File: config.mk
export PLATFORM = sky130hd
export DESIGN_NAME = vending_ctrl_n
export DESIGN_NICKNAME = d
export VERILOG_FILES = /design/src/rtl/vending_ctrl_n.sv
export SDC_FILE = /design/constraint.sdc
export NUM_CORES = 1
export LEC_CHECK = 0
export CAP_MARGIN = 20
export CORE_ASPECT_RATIO = 1.25
export CORE_MARGIN = 2
export CORE_UTILIZATION = 34
export CTS_CLUSTER_DIAMETER = 30
export DETAILED_ROUTE_END_ITERATION = 8
export PLACE_DENSITY = 0.47
export SLEW_MARGIN = 40
export SYNTH_ARGS = -nofsm -noshare
export SYNTH_HDL_FRONTEND = slang
export SYNTH_SLANG_ARGS = --single-unit
export TNS_END_PERCENT = 50
File: constraint.sdc
create_clock -name clk -period 5.3 [get_ports clk]
set_input_delay 1.06 -clock clk [delete_from_list [all_inputs] [get_ports clk]]
set_output_delay 1.06 -clock clk [all_outputs]
set_load 0.05 [all_outputs]
File: src/rtl/vending_ctrl_n.sv
// Vending controller: coin credit, per-item dispense, dime/nickel change, 4-digit 7-seg credit display.
// Optional quarter coin input is enabled by defining VEND_QUARTER_EN.
module vending_ctrl_n #(
  parameter int N_ITEMS = 2,
  parameter int PRICE_W = 8,
  parameter logic [N_ITEMS*PRICE_W-1:0] PRICES = {8'd25, 8'd20},
  parameter int MAX_CREDIT = 95,
  parameter int REFRESH_W = 16
) (
  input  logic               clk,
  input  logic               rst_n,
  input  logic               nickel,
  input  logic               dime,
`ifdef VEND_QUARTER_EN
  input  logic               quarter,
`endif
  input  logic               cancel,
  input  logic [N_ITEMS-1:0] sel,
  output logic [N_ITEMS-1:0] dispense,
  output logic               return_dime,
  output logic               return_nickel,
  output logic               busy,
  output logic [PRICE_W-1:0] credit,
  output logic [6:0]         seg7,
  output logic [3:0]         an
);

  localparam int SUM_W = PRICE_W + 2;

  typedef enum logic [1:0] {IDLE, DISPENSE, CHANGE} state_t;

  state_t state, stateNext;
  logic [PRICE_W-1:0] creditNext, selPrice;
  logic [N_ITEMS-1:0] dispNext, selOh;
  logic [SUM_W-1:0] coinSum, creditSum;
  logic coinIn, selHit, dimeNext, nickelNext, busyNext;
  logic [REFRESH_W-1:0] scanCnt;
  logic [1:0] digit, digitNext;
  logic [3:0] units, tens, hund;
  logic [6:0] segNext;

  function automatic logic [6:0] segEncode(input logic [3:0] d);
    case (d)
      4'd0: return 7'h40;
      4'd1: return 7'h79;
      4'd2: return 7'h24;
      4'd3: return 7'h30;
      4'd4: return 7'h19;
      4'd5: return 7'h12;
      4'd6: return 7'h02;
      4'd7: return 7'h78;
      4'd8: return 7'h00;
      4'd9: return 7'h10;
      default: return 7'h7F;
    endcase
  endfunction

  always_comb begin
    coinSum = '0;
    coinIn  = nickel | dime;
    if (nickel) coinSum = coinSum + SUM_W'(5);
    if (dime)   coinSum = coinSum + SUM_W'(10);
`ifdef VEND_QUARTER_EN
    if (quarter) coinSum = coinSum + SUM_W'(25);
    coinIn = coinIn | quarter;
`endif
    creditSum = SUM_W'(credit) + coinSum;
  end

  // Scan from the top down so the lowest-index set bit wins.
  always_comb begin
    selHit   = 1'b0;
    selOh    = '0;
    selPrice = '0;
    for (int i = N_ITEMS - 1; i >= 0; i--) begin
      if (sel[i]) begin
        selHit   = 1'b1;
        selOh    = '0;
        selOh[i] = 1'b1;
        selPrice = PRICES[i*PRICE_W +: PRICE_W];
      end
    end
  end

  always_comb begin
    stateNext  = state;
    creditNext = credit;
    dispNext   = '0;
    dimeNext   = 1'b0;
    nickelNext = 1'b0;
    case (state)
      IDLE: begin
        if (!busy) begin
          if (creditSum > SUM_W'(MAX_CREDIT)) begin
            creditNext = PRICE_W'(creditSum);
            stateNext  = CHANGE;
          end else if (cancel) begin
            creditNext = PRICE_W'(creditSum);
            if (creditSum != '0) stateNext = CHANGE;
          end else if (coinIn) begin
            creditNext = PRICE_W'(creditSum);
          end else if (selHit && (credit >= selPrice)) begin
            creditNext = credit - selPrice;
            dispNext   = selOh;
            stateNext  = DISPENSE;
          end
        end
      end
      DISPENSE: stateNext = (credit != '0) ? CHANGE : IDLE;
      CHANGE: begin
        if (credit >= PRICE_W'(10)) begin
          dimeNext   = 1'b1;
          creditNext = credit - PRICE_W'(10);
        end else if (credit >= PRICE_W'(5)) begin
          nickelNext = 1'b1;
          creditNext = credit - PRICE_W'(5);
        end else begin
          creditNext = '0;
        end
        if (creditNext == '0) stateNext = IDLE;
      end
      default: stateNext = IDLE;
    endcase
    // Busy also covers the cycle in which the final change pulse is out.
    busyNext = (stateNext != IDLE) || dimeNext || nickelNext;
  end

  always_comb begin
    units     = 4'(credit % PRICE_W'(10));
    tens      = 4'((credit / PRICE_W'(10)) % PRICE_W'(10));
    hund      = 4'(credit / PRICE_W'(100));
    digitNext = (&scanCnt) ? digit + 2'd1 : digit;
    case (digitNext)
      2'd0:    segNext = segEncode(units);
      2'd1:    segNext = ((hund != 4'd0) || (tens != 4'd0)) ? segEncode(tens) : 7'h7F;
      2'd2:    segNext = (hund != 4'd0) ? segEncode(hund) : 7'h7F;
      default: segNext = 7'h7F;
    endcase
  end

  always_ff @(posedge clk or negedge rst_n) begin
    if (!rst_n) begin
      state         <= IDLE;
      credit        <= '0;
      dispense      <= '0;
      return_dime   <= 1'b0;
      return_nickel <= 1'b0;
      busy          <= 1'b0;
      scanCnt       <= '0;
      digit         <= 2'd0;
      an            <= 4'b1110;
      seg7          <= 7'b1000000;
    end else begin
      state         <= stateNext;
      credit        <= creditNext;
      dispense      <= dispNext;
      return_dime   <= dimeNext;
      return_nickel <= nickelNext;
      busy          <= busyNext;
      scanCnt       <= scanCnt + 1'b1;
      digit         <= digitNext;
      an            <= ~(4'b0001 << digitNext);
      seg7          <= segNext;
    end
  end

endmodule

==> results.tsv <==
stage	metric	value	unit
setup_path	reg-to-reg startpoint	credit[1]$_DFFE_PN0P_	
sta	final setup violation count	0	
clock_network	Root Buffer Master	clkbuf_16	
yosys	Synthesized Nets	578	
yosys	Synth top cells by count	nand2_1 (59), nor2_1 (45), dfrtp_1 (40)	
setup_path	Reg2Reg Depth	21	
floorplanning	Die W	105	microns
cells_and_area	layout cells sized above 1	10.4	%
cells_and_area	FF+latch area	1110	sq um
hold_path	worst min-delay path endpoint	scanCnt[13]$_DFF_PN0_	
clock_network	Num CTS Buffers	5	
global_routing	global-route wire length before repair	20300	microns
clock_network	clock-pin transition on the worst setup and hold timing paths	0.07	ns
clock_network	CTS tree	done	
hold_path	Tightest Hold Check Type	flop to flop	
placed_design	GPL Wtd Cong	0.860	
global_routing	largest net degree at the start of global routing	45	
yosys	Ys Warns	0	
global_routing	GRT Residual Overflow	0	
setup_path	crit path kind	flop to flop	
sta	RSZ-0062 raised after global routing	false	
routing	Remaining DRCs	0	
sta	Final min period	4.87	ns
global_routing	aggregate global-route resource usage	18.2	%
clock_network	clk sinks	44	
yosys	Mean Syn Cell Area	8.12	sq um
yosys	EDFF count, synth	0	
sta	clock skew	0.00400	ns
routing	vias	4130	
floorplanning	die footprint	13800	sq um
floorplanning	overall die height	131	microns
yosys	Synth Instances	538	
routing	routed wire length	12300	microns
yosys	Synth area leaders	dfrtp_1 (23%), ha_1 (9.2%), nand2_1 (5.1%), nor2_1 (3.9%), xnor2_1 (3.8%)	
floorplanning	# IOs	31	
clock_network	Clock Path Buffers	2	
sta	Hold WS	0.469	ns
run_status	outcome	completed	
yosys	Yosys reg bits	44	
floorplanning	Initial Utilization	34.7	%
yosys	count leader, synth	nand2_1	
cells_and_area	nets@finish	608	
yosys	async set-reset flop share out of synthesis	100	%
setup_path	crit start category	flop	
global_routing	vias in the first global route	4054	
sta	Rel. slew slack	46.2	%
cells_and_area	Multi-input gate area	3070	sq um
floorplanning	core box area	12600	sq um
sta	Least-Margin Pin Slew	0.797	ns
yosys	cell taking the most area after synthesis	dfrtp_1	
setup_path	maximum fanout along the worst path	13	
sta	max-slew violation count	0	
sta	Max Fclk	205	MHz
routing	Final ANT Viol Nets	0	
yosys	top_reg_cell synth	dfrtp_1	
routing	DR iter-0 viols	234	
yosys	Seq/Total Area, Yosys	25.3	%
yosys	mapped cell area	4370	sq um
floorplanning	Site Rows	46	
sta	setup_tns	0	ns
cells_and_area	area delta synth->final	16.7	%
cells_and_area	# diodes	0	
cells_and_area	number of fill cells in the layout	1282	
placed_design	PortBufs	30	
clock_network	Skew-Pair Late Insertion Delay	0.28	ns
routing	WL/cell	16.7	microns
sta	final hold vios	0	
setup_path	FF-to-FF setup slack	0.43	ns
setup_path	crit path DAT	5.01	ns
hold_path	hold depth	1	
clock_network	H-Tree Depth	2	
routing	number of vias per cell	5.60	
sta	Tcrit/Tclk final	92.0	%
clock_network	CTS Hold Bufs	0	
hold_path	hold_sp	scanCnt[13]$_DFF_PN0_	
yosys	share of the synthesized area in the top cell type	22.9	%
yosys	Distinct cells, synth	81	
setup_path	Req. time, crit path	5.44	ns
setup_path	worst r2r dst	seg7[3]$_DFF_PN0_	
flow_run	Max-Cap Viols	0	
setup_path	Setup crit end kind	flop	
global_routing	initial antenna violation count	0	
placed_design	placed wire-length estimate	9400	microns
routing	first drt pass iteration count	5	
per-layer routing:
layer,GRT usage [%],up-vias,wire [microns]
met3,2.33,11,401
met5,0,-,0
met1,21.8,1992,5410
li1,-,2025,-
met4,6.59,0,243
met2,33.5,102,6230
layout make-up:
class	count	area share, %
multi-input combinational	442	60.3
clock buffer	5	2.45
clock inverter	3	0.908
tap	168	4.12
timing repair buffer	48	8.49
inverter	27	2.06
sequential	44	21.7
layout by cell type, fill, tap and decap left out, types with 5 or more instances in the layout:
cell,instances
inv_1,24
a21o_1,8
o21ai_0,30
nor2b_1,7
xnor2_1,19
nand2b_1,5
and3_1,10
nand3_1,15
o22ai_1,9
xor2_1,10
nor3_1,13
o32ai_1,5
clkbuf_16,5
nand4_1,8
o21ai_1,7
clkdlybuf4s50_1,29
o21a_1,5
o211ai_1,8
mux2i_1,8
a211oi_1,9
and2_1,7
nand2_1,59
dfrtp_1,40
ha_1,32
buf_4,19
nor2_1,45
a21oi_1,33
a31oi_1,9
state kept, by name, indices dropped and copies added (netlist names):
name	flops
dispense	2
return_dime	1
credit	8
state	2
return_nickel	1
busy	1
an	4
digit	2
seg7	7
scanCnt	16
kinds of logic (layout without fill, tap and decap cells):
logic type      Yosys count  after routing  synth area share (%)
compound gates          171            171                  28.4
buf+inv                  52             83                  5.33
mux                      11             11                  2.61
xor+xnor                 31             31                  6.56
simple gates            196            196                  22.2
fa+ha+maj                33             33                  9.62
flops                    44             44                  25.3
how the worst max path moves through the flow:
stage / from / to / slack, ns / cells past startpoint
floorplan: credit[1]$_DFFE_PN0P_ / seg7[5]$_DFF_PN0_ / 0.02 / 21
global placement: credit[0]$_DFFE_PN0P_ / seg7[0]$_DFF_PN0_ / 0.20 / 20
detailed placement: credit[0]$_DFFE_PN0P_ / seg7[3]$_DFF_PN0_ / 0.24 / 20
CTS: credit[0]$_DFFE_PN0P_ / seg7[3]$_DFF_PN0_ / 0.22 / 20
global route: credit[0]$_DFFE_PN0P_ / seg7[5]$_DFF_PN0_ / 0.05 / 19
finish: credit[1]$_DFFE_PN0P_ / seg7[3]$_DFF_PN0_ / 0.43 / 21
through the flow:
step	util, %	cell area [sq um]	cells	worst slack, ns
2_1_floorplan	-	4370	538	0.0163
3_3_place_gp	38.8	4890	729	0.202
3_5_place_dp	38.8	4890	729	0.237
4_1_cts	40.1	5060	737	0.215
5_1_grt	40.5	5100	737	0.0471
6_report	40.5	5100	737	0.426
timing repair:
| item | 4_1_cts | 5_1_grt |
|---|---|---|
| endpoints found under the setup margin | 0 | 6 |
| setup buffers | 0 | 0 |
| gates resized for setup | 0 | 7 |
worst max-delay path, stage by stage (launching register included):
cell	delay, ns
dfrtp_1	0.38
clkinv_1	0.09
buf_4	0.21
ha_1	0.28
nor2b_1	0.37
a41oi_1	0.16
nor2_1	0.16
o22ai_1	0.16
a21boi_0	0.32
ha_1	0.28
inv_1	0.09
a2111oi_4	0.35
nor2_1	0.11
nor2_1	0.10
a21oi_1	0.08
ha_1	0.31
inv_1	0.04
a211oi_1	0.33
o22a_1	0.33
nand2_1	0.13
o221ai_2	0.28
o2111ai_1	0.18
Power is left out: the tool's default activity adds up to more than one toggle a clock period on the data nets, which glitch-free logic cannot reach.
